## src/rtl/dma_engine.sv

```systemverilog
// Single-channel memory-to-memory AXI DMA master: one beat at a time, read -> write -> response.
// Descriptor latched on trigger; address steps by DATA_W/8 per beat when enabled.
module dma_engine #(
    parameter int ADDR_W = 32,
    parameter int DATA_W = 32,
    parameter int LEN_W  = 8
) (
    input  logic                clk,
    input  logic                reset,
    input  logic                trigger,
    input  logic [LEN_W-1:0]    length,
    input  logic [ADDR_W-1:0]   src_addr,
    input  logic [ADDR_W-1:0]   dst_addr,
    input  logic                src_inc,
    input  logic                dst_inc,
    output logic                busy,
    output logic                done,
    output logic                error,
    output logic [LEN_W-1:0]    beats_done,
    output logic                ARVALID,
    input  logic                ARREADY,
    output logic [ADDR_W-1:0]   ARADDR,
    input  logic                RVALID,
    output logic                RREADY,
    input  logic [DATA_W-1:0]   RDATA,
    input  logic [1:0]          RRESP,
    output logic                AWVALID,
    input  logic                AWREADY,
    output logic [ADDR_W-1:0]   AWADDR,
    output logic                WVALID,
    input  logic                WREADY,
    output logic [DATA_W-1:0]   WDATA,
    output logic [DATA_W/8-1:0] WSTRB,
    input  logic                BVALID,
    output logic                BREADY,
    input  logic [1:0]          BRESP
);

    // state     | meaning
    // S_IDLE    | waiting for trigger
    // S_RD_ADDR | AR channel valid, current source address
    // S_RD_DATA | accepting one read beat
    // S_WR      | AW and W valid, each dropping on its own handshake
    // S_WR_RESP | accepting the write response
    // S_FINISH  | one-cycle done pulse
    typedef enum logic [2:0] {
        S_IDLE, S_RD_ADDR, S_RD_DATA, S_WR, S_WR_RESP, S_FINISH
    } state_t;

    localparam logic [ADDR_W-1:0] STEP = ADDR_W'(DATA_W / 8);

    state_t state, state_nxt;

    logic [LEN_W-1:0] remaining;
    logic src_inc_q, dst_inc_q;
    logic start, ar_hs, r_hs, aw_ok, w_ok, b_hs, last_beat;
    logic arvalid_nxt, rready_nxt, awvalid_nxt, wvalid_nxt, bready_nxt, busy_nxt, done_nxt;

    assign start     = (state == S_IDLE) && trigger;
    assign ar_hs     = ARVALID && ARREADY;
    assign r_hs      = RVALID && RREADY;
    assign aw_ok     = !AWVALID || AWREADY;
    assign w_ok      = !WVALID || WREADY;
    assign b_hs      = BVALID && BREADY;
    assign last_beat = (remaining == LEN_W'(1));
    assign WSTRB     = '1;

    always_ff @(posedge clk or posedge reset) begin
        if (reset) state <= S_IDLE;
        else       state <= state_nxt;
    end

    always_comb begin
        state_nxt = state;
        case (state)
            S_IDLE:    if (trigger) state_nxt = (length != '0) ? S_RD_ADDR : S_FINISH;
            S_RD_ADDR: if (ar_hs) state_nxt = S_RD_DATA;
            S_RD_DATA: if (r_hs) state_nxt = (RRESP != 2'b00) ? S_FINISH : S_WR;
            S_WR:      if (aw_ok && w_ok) state_nxt = S_WR_RESP;
            S_WR_RESP: if (b_hs) state_nxt = ((BRESP != 2'b00) || last_beat) ? S_FINISH : S_RD_ADDR;
            S_FINISH:  state_nxt = S_IDLE;
            default:   state_nxt = S_IDLE;
        endcase
    end

    // Outputs are computed one cycle ahead from state_nxt so every one leaves a flop.
    always_comb begin
        arvalid_nxt = (state_nxt == S_RD_ADDR);
        rready_nxt  = (state_nxt == S_RD_DATA);
        bready_nxt  = (state_nxt == S_WR_RESP);
        busy_nxt    = (state_nxt != S_IDLE);
        done_nxt    = (state_nxt == S_FINISH);
        awvalid_nxt = (state_nxt == S_WR) && ((state != S_WR) || (AWVALID && !AWREADY));
        wvalid_nxt  = (state_nxt == S_WR) && ((state != S_WR) || (WVALID && !WREADY));
    end

    always_ff @(posedge clk or posedge reset) begin
        if (reset) begin
            ARVALID    <= 1'b0;
            RREADY     <= 1'b0;
            AWVALID    <= 1'b0;
            WVALID     <= 1'b0;
            BREADY     <= 1'b0;
            busy       <= 1'b0;
            done       <= 1'b0;
            error      <= 1'b0;
            beats_done <= '0;
            remaining  <= '0;
            ARADDR     <= '0;
            AWADDR     <= '0;
            WDATA      <= '0;
            src_inc_q  <= 1'b0;
            dst_inc_q  <= 1'b0;
        end else begin
            ARVALID <= arvalid_nxt;
            RREADY  <= rready_nxt;
            AWVALID <= awvalid_nxt;
            WVALID  <= wvalid_nxt;
            BREADY  <= bready_nxt;
            busy    <= busy_nxt;
            done    <= done_nxt;
            if (start) begin
                remaining  <= length;
                ARADDR     <= src_addr;
                AWADDR     <= dst_addr;
                src_inc_q  <= src_inc;
                dst_inc_q  <= dst_inc;
                error      <= 1'b0;
                beats_done <= '0;
            end
            if ((state == S_RD_DATA) && r_hs) begin
                if (RRESP != 2'b00) error <= 1'b1;
                else                WDATA <= RDATA;
            end
            // Addresses only move after the B handshake, while no valid is up.
            if ((state == S_WR_RESP) && b_hs) begin
                if (BRESP != 2'b00) begin
                    error <= 1'b1;
                end else begin
                    beats_done <= beats_done + LEN_W'(1);
                    remaining  <= remaining - LEN_W'(1);
                    if (src_inc_q) ARADDR <= ARADDR + STEP;
                    if (dst_inc_q) AWADDR <= AWADDR + STEP;
                end
            end
        end
    end

endmodule
```

## config.mk

```make
export PLATFORM = sky130hd
export DESIGN_NAME = dma_engine
export DESIGN_NICKNAME = d
export VERILOG_FILES = /design/src/rtl/dma_engine.sv
export SDC_FILE = /design/constraint.sdc
export NUM_CORES = 1
export LEC_CHECK = 0
export BUFFER_PORTS_ARGS = -buffer_cell sky130_fd_sc_hd__buf_2
export CORE_MARGIN = 2
export CORE_UTILIZATION = 45
export DETAILED_ROUTE_END_ITERATION = 10
export PLACE_DENSITY = 0.82
export SYNTH_ARGS = -nofsm -noshare
export SYNTH_HDL_FRONTEND = slang
export SYNTH_SLANG_ARGS = --single-unit
```

## constraint.sdc

```tcl
create_clock -name clk -period 3.2 [get_ports clk]
set_input_delay 0.16 -clock clk [delete_from_list [all_inputs] [get_ports clk]]
set_output_delay 0.16 -clock clk [all_outputs]
set_load 0.02 [all_outputs]
```

==> results of run 1 <==
-- worst max-delay path by stage --
stage / depth (start not counted) / slack, ns / to
after floorplan: 6 / 1.21 / ARADDR[31]$_DFF_PP0_
after global placement: 4 / 0.82 / ARADDR[21]$_DFF_PP0_
after detailed placement: 4 / 0.79 / ARADDR[21]$_DFF_PP0_
after CTS: 4 / 0.77 / ARADDR[21]$_DFF_PP0_
after global routing: 5 / 0.65 / BREADY$_DFF_PP0_
final: 4 / 0.75 / ARADDR[21]$_DFF_PP0_
-- Yosys cell counts (2+ instances only) --
| master | instances |
|---|---|
| buf_2 | 11 |
| xor2_1 | 3 |
| nand3b_1 | 2 |
| nor2b_1 | 3 |
| a211oi_1 | 25 |
| o32ai_1 | 2 |
| and3_1 | 18 |
| buf_1 | 4 |
| o32ai_2 | 2 |
| nand4bb_1 | 2 |
| xnor2_1 | 2 |
| nor4_1 | 9 |
| nor3_1 | 21 |
| o22ai_1 | 15 |
| and4_1 | 9 |
| inv_1 | 12 |
| o311ai_0 | 3 |
| a311oi_1 | 11 |
| buf_4 | 4 |
| o21ai_0 | 22 |
| a31oi_1 | 3 |
| clkbuf_1 | 19 |
| dfrtp_1 | 125 |
| a221o_1 | 4 |
| o31ai_1 | 7 |
| nor2_1 | 75 |
| mux2_2 | 32 |
| nand2b_1 | 3 |
| nand3_1 | 26 |
| nor3b_1 | 2 |
| and4bb_2 | 2 |
| o211ai_1 | 6 |
| and2_1 | 6 |
| nand4_1 | 26 |
| nand2_1 | 77 |
| ha_1 | 5 |
| or4_1 | 2 |
| or3_1 | 5 |
| o221a_2 | 3 |
| a21oi_1 | 34 |
-- logic make-up after synthesis --
logic type               after synthesis
buffers and inverters                 52
AO/OA/AOI/OAI                        151
flip-flops                           125
multiplexers                          32
other                                  1
XOR/XNOR                               5
AND/OR/NAND/NOR                      299
adder cells (fa/ha/maj)                5
-- sequential cells by signal, indices dropped and copies added (netlist names), 3 cells and up --
name and flops:
WDATA 32, AWADDR 32, state 3, ARADDR 32
remaining 8, beats_done 8
-- power by group through the flow --
stage | combinational [mW] | sequential (mW) | clock, mW
after floorplan | 1.36 | 3.17 | 0
after global placement | 2.67 | 2.76 | 0
after detailed placement | 2.73 | 2.79 | 0
after CTS | 2.80 | 2.77 | 2.21
after global routing | 3.07 | 2.88 | 2.28
final | 2.79 | 2.80 | 2.18
-- through the flow --
step | utilization, % | cell area (um2)
after detailed placement | 55.4 | 7690
after global routing | 64.2 | 8910
after CTS | 64.2 | 8910
after floorplan | - | 6410
after global placement | 55.4 | 7690
final | 64.3 | 8920
-- layer usage --
| metal | wire (um) | part of all wire, % |
|---|---|---|
| met2 | 10000 | 51 |
| met5 | 0 | 0 |
| met3 | 1500 | 7.6 |
| met1 | 7880 | 40 |
| met4 | 286 | 1.5 |
-- layout make-up --
class / count / area [um2] / share of cell area [%]
sequential: 125 / 3130 / 35.1
multi-input combinational: 496 / 3060 / 34.3
timing repair buffer: 294 / 1780 / 20.0
clock buffer: 18 / 439 / 4.92
clock inverter: 14 / 229 / 2.57
tap: 180 / 225 / 2.52
inverter: 12 / 48.8 / 0.547
antenna: 3 / 7.51 / 0.0842
==> impl_results.md, run 1 <==
* Final Power at 7.77 mW
* Most common cell after layout, fill and taps aside: buf_2
* Worst reg2reg endpoint: ARADDR[21]$_DFF_PP0_
* Cts-stage hold buffer count at 55
* Number of fill cells at 1123
* RSZ-0062 raised after global routing: false
* Root buf cell: clkbuf_16
* Die Ht at 123 um
* Clock Pin Slew Worst Setup and Hold Paths at 0.06 ns
* Setup ws final at 0.754 ns
* Gr busiest metal: met2
* Placed wire-length estimate at 13.2 mm
* Slew margin rel. at 26.8%
* Mux cell area share after synthesis at 5.63%
* Post-synthesis xor/xnor area fraction at 0.684%
* Post-synth EDFFs at 0
* Setup tns final at 0 ns
* Place WS at 0.786 ns
* Vias in the first global route at 6032
* Critical path type: flop to flop
* GR Util met1 at 32.7%
* Skew-Pair Late Insertion Delay at 0.41 ns
* Hold WS at -0.00184 ns
* DR WL/cell at 17.3 um
* Floorplan row count at 43
* Fin. max-slew vios at 0
* R2R Setup Slk at 0.75 ns
* Worst-margin pin slew at 1.10 ns
* Commonest cells after routing, fill and taps aside: buf_2, dfrtp_1, nand2_1
* Layout net count at 1069
* Post-route ant nets at 0
* Total Routing Usage GR at 25.5%
* Largest family of logic cells by synthesized area: simple AND/OR/NAND/NOR gates
* Post-synthesis sequential area ratio at 48.9%
* Post-synthesis cell type with the largest combined area: dfrtp_1
* CTS buffer count at 17
* Layout cells sized above 1 at 33.4%
* Met3 Resource Use GR at 5.12%
* PortBufs at 229
* First-pass GRT wire length at 30.2 mm
* Clk_skew at 0.0103 ns
* Critical Path AT at 2.74 ns
* Post-CTS setup buffer count at 0
* Routed wire length at 19.7 mm
* Final cell count without fillers at 1142
* Status: complete, but fails checks
* Slowest cell delay on critical path at 0.99 ns
* TritonCTS clock tree: yes
* Worst r2r path cells at 4
* Combinational Power Share at 35.9%
* Reg2reg start: state[0]$_DFF_PP0_
* Post-cts resize count at 0
* Post-route DRC at 0
* Initial antenna violation count at 0
* Clock power share at 28.1%
* # IOs at 234
* Initial drt markers at 530
* Ys async rst share at 100%
* Failing checks: negative hold slack
* Top cells by area, synth: dfrtp_1, mux2_2, nand2_1
* Pre-antenna DRT Iters at 5
* Post-synthesis adder-cell area fraction at 0.978%
* Sw power at 3.19 mW
* Die area at 0.0152 mm2
* # placed instances at 1052
* CP max stage cell: or4b_2
* Final setup violation count at 0
* CP Max Fanout at 24
* Yosys reg bits at 125
* Worst Setup SP: state[0]$_DFF_PP0_
* Family with the most delay on the worst path: simple AND/OR/NAND/NOR gates
* Syn Area/Cell at 9.55 um2
* Leakage power at 4.23 nW
* Crit end category: flop
* Req. time, crit path at 3.50 ns
* Initial Utilization at 46.1%
* Die Wd at 123 um
* Global route overflow at 0
* Synth Cell Area at 0.00640 mm2
* Synth warn at 0
* Period Utilization, post-route at 76.4%
* Hold Crit Class: input pin to asynchronous set/reset pin
* P&R area growth vs syn at 39.4%
* Synth top area share at 48.9%
* Simple-gate share of the synthesized area at 23.8%
* Synth Flop Type: dfrtp_1
* Core area at 0.0139 mm2
* Complex-gate fraction of the synthesized area at 16.4%
* Largest net degree at the start of global routing at 52
* Final Hold Fails at 2
* Vias per std cell at 5.72
* Register share of total power at 36.0%
* Final Wtd Congestion at 0.866
* Total number of vias at 6532
* Final worst path period need at 2.45 ns
* Clock Path Buffers at 2
* Crit path cell chain: or4b_2 > nand2_2 > a21boi_0 > a221o_1
* CTS sink count at 125
* Fmax at 409 MHz
* Post-Synthesis Cells at 670
* CP Launch Type: flop
* H-tree depth at 4
* Switch share at 41.0%
* Netlist cell types at 68
* Buf/Inv on CP at 0
* Max_cap viols at 0
* Pint at 4.59 mW
* Grt met2 use at 42.7%
* PD cells at 871 mW/mm2
* Max IR drop VDD at 0.482 mV
(Power assumes the default switching activity.)
==> run 2, diff against run 1 <==
--- a/config.mk
+++ b/config.mk
@@ -5,9 +5,10 @@
 export SDC_FILE = /design/constraint.sdc
 export NUM_CORES = 1
 export LEC_CHECK = 0
+export ABC_AREA = 1
 export BUFFER_PORTS_ARGS = -buffer_cell sky130_fd_sc_hd__buf_2
 export CORE_MARGIN = 2
-export CORE_UTILIZATION = 45
+export CORE_UTILIZATION = 47
 export DETAILED_ROUTE_END_ITERATION = 10
 export PLACE_DENSITY = 0.82
 export SYNTH_ARGS = -nofsm -noshare
==> constraint.sdc (replaced) <==
create_clock -name clk -period 1.96 [get_ports clk]
set_input_delay 0.098 -clock clk [delete_from_list [all_inputs] [get_ports clk]]
set_output_delay 0.098 -clock clk [all_outputs]
set_load 0.02 [all_outputs]
==> impl_results.md, run 2 <==
* Status: finished, final reports clean
* Commonest cells after routing, fill and taps aside: nand2_1, buf_2, nor2_1
* Req. time, crit path at 2.30 ns (-1.20 ns)
* Skew-Pair Late Insertion Delay at 0.42 ns (about the same)
* Worst r2r path cells at 8 (+4)
* Top cells by area, synth: dfrtp_1, nand2_1, nor2_1
* Hold WS at 0.00973 ns (+0.0116 ns)
* Post-Synthesis Cells at 1113 (+66%)
* Synth top area share at 41.0% (-7.9 points)
* Yosys reg bits at 125 (unchanged)
* TritonCTS clock tree: yes
* Hold Crit Class: input pin to flop
* Reg2reg start: state[1]$_DFF_PP0_
* Placed wire-length estimate at 16.2 mm (+23%)
* Clock Pin Slew Worst Setup and Hold Paths at 0.06 ns (about the same)
* Die Ht at 131 um (+6.7%)
* CP endpoint: AWADDR[17]$_DFF_PP0_
* Most common cell after layout, fill and taps aside: nand2_1
* Final Wtd Congestion at 0.906 (+4.7%)
* Clock Path Buffers at 2 (unchanged)
* R2R Setup Slk at 0.29 ns (-0.46 ns)
* H-tree depth at 4 (unchanged)
* Critical Path AT at 2.01 ns (-0.73 ns)
* Largest net degree at the start of global routing at 66 (+27%)
* Most frequent cells after synthesis: nand2_1, nor2_1, dfrtp_1
* Setup tns final at 0 ns (unchanged)
* Final Hold Fails at 0 (-2)
* Critical path type: flop to flop
* Netlist cell types at 46 (-32%)
* Routed wire length at 24.0 mm (+22%)
* Layout net count at 1544 (+44%)
* Syn Area/Cell at 6.86 um2 (-28%)
* CP Max Fanout at 23 (-4.2%)
* Floorplan row count at 46 (+7.0%)
* Final Power at 13.3 mW (+72%)
* Total Routing Usage GR at 27.8% (+2.3 points)
* Max IR drop VDD at 0.710 mV (+47%)
* Placed cell area at 0.00897 mm2 (+17%)
* Number of fill cells at 1346 (+20%)
* Post-route ant nets at 0 (unchanged)
* First-pass GRT wire length at 39.3 mm (+30%)
* DR WL/cell at 14.5 um (-16%)
* Period Utilization, post-route at 85.1% (+8.7 points)
* Worst reg2reg endpoint: AWADDR[17]$_DFF_PP0_
* Ys async rst share at 100% (unchanged)
* Post-synthesis sequential area ratio at 41.0% (-7.9 points)
* Post-synthesis cell type with the largest combined area: dfrtp_1
* Initial Utilization at 48.1% (+2.0 points)
* Final worst path period need at 1.67 ns (-0.778 ns)
* Initial antenna violation count at 1 (+1)
* RSZ-0062 raised after global routing: false
* CP Launch Type: flop
* Post-route cell area at 0.0104 mm2 (+17%)
* Synth Cell Area at 0.00764 mm2 (+19%)
* P&R area growth vs syn at 36.1%
* Total number of vias at 8422 (+29%)
* Crit end category: flop
* Layout cells sized above 1 at 22.0% (-11 points)
* Root buf cell: clkbuf_16
* Fin. max-slew vios at 0 (unchanged)
* Fmax at 600 MHz (+47%)
* Core area at 0.0159 mm2 (+14%)
* Die Wd at 131 um (+6.7%)
* Count leader, synth: nand2_1
* Synth warn at 0 (unchanged)
* # IOs at 234 (unchanged)
* Die area at 0.0173 mm2 (+14%)
* Initial drt markers at 658 (+24%)
* Top flop regs: ARADDR x32, AWADDR x32, WDATA x32
* Vias in the first global route at 8091 (+34%)
* Global route overflow at 0 (unchanged)
* Post-synth EDFFs at 0 (unchanged)
* CTS sink count at 125 (unchanged)
* Final setup violation count at 0 (unchanged)
* Clk_skew at 0.00607 ns (-0.00419 ns)
* Leakage power at 5.45 nW (+29%)
* PD cells at 1280 mW/mm2 (+47%)
* CTS buffer count at 17 (unchanged)
* Post-route DRC at 0 (unchanged)
* PortBufs at 229 (unchanged)
* Pre-antenna DRT Iters at 6 (+1)
* Vias per std cell at 5.10 (-11%)
* Max_cap viols at 0 (unchanged)
* Synth Flop Type: dfrtp_1
* Fin util at 65.4% (+1.2 points)
* Worst Setup SP: state[1]$_DFF_PP0_
run 2: cell types whose count changed in the layout (fill, tap and decap cells not counted), moves of 30 or more:
cell / delta
inv_1: +73
mux2_2: -32
nand2_1: +387
nand3_1: +30
nor2_1: +60
o21ai_0: +39
run 2: worst min-delay path by stage:
stage / start / end / slack (ns) / depth (start not counted)
CTS: dst_addr[16] / AWADDR[16]$_DFF_PP0_ / 0.001 / 5
detailed placement: reset / ARADDR[4]$_DFF_PP0_ / 0.05 / 2
floorplan: src_addr[0] / ARADDR[0]$_DFFE_PP0P_ / 0.21 / 2
global route: length[0] / remaining[0]$_DFF_PP0_ / 0.02 / 3
global placement: reset / ARADDR[4]$_DFF_PP0_ / 0.05 / 2
finish: dst_addr[16] / AWADDR[16]$_DFF_PP0_ / 0.01 / 5
run 2: power breakdown:
part | switching, mW | internal, mW | total (mW)
combinational | 3.53 | 1.96 | 5.49
sequential | 1.15 | 3.46 | 4.62
clock | 1.33 | 1.92 | 3.25
total | 6.01 | 7.34 | 13.3
run 2: worst max-delay path, stage by stage (launching register included):
cell     delay (ns)
dfrtp_1        0.43
nor2_4         0.16
nand2_2        0.10
inv_2          0.19
buf_4          0.30
nand2_1        0.07
o21ai_0        0.10
nor2_2         0.06
a31oi_2        0.16
run 2: cell families after synthesis:
family,count (synthesis),share of synthesized area [%]
other cells,1,0.0491
flops,125,41.0
fa+ha+maj,5,0.819
simple gates,706,38.1
compound gates,127,9.53
xor+xnor,19,2.18
mux,2,0.262
buf+inv,128,8.11
run 2: layout make-up:
| class | count | area, um2 | share of cell area (%) |
|---|---|---|---|
| Timing Repair Buffer | 324 | 2140 | 20.6 |
| Antenna cell | 1 | 2.50 | 0.0241 |
| Sequential cell | 125 | 3130 | 30.1 |
| Multi-Input combinational cell | 863 | 3900 | 37.5 |
| Clock buffer | 17 | 425 | 4.09 |
| Inverter | 90 | 352 | 3.38 |
| Clock inverter | 15 | 175 | 1.69 |
| Tap cell | 216 | 270 | 2.60 |
run 2: per-layer routing:
metal  GRT usage [%]  wire [um]  vias up
met5               0          0        -
met2            46.2      11500      384
met3            7.06       1900       53
met4            9.42        559        0
met1            35.3      10000     3864
li1                -          -     4121
run 2: repair_timing:
item / CTS / global route
hold buffers: 82 / 0
setup buffers: 0 / 0
gates resized for setup: 0 / 0
endpoints found under the hold margin: 206 / 0
run 2: stage by stage:
stage | worst slack [ns] | std cells
after floorplan | 0.323 | 1116
after global placement | 0.387 | 1536
after detailed placement | 0.334 | 1536
after CTS | 0.313 | 1650
after global routing | 0.130 | 1651
final | 0.292 | 1651
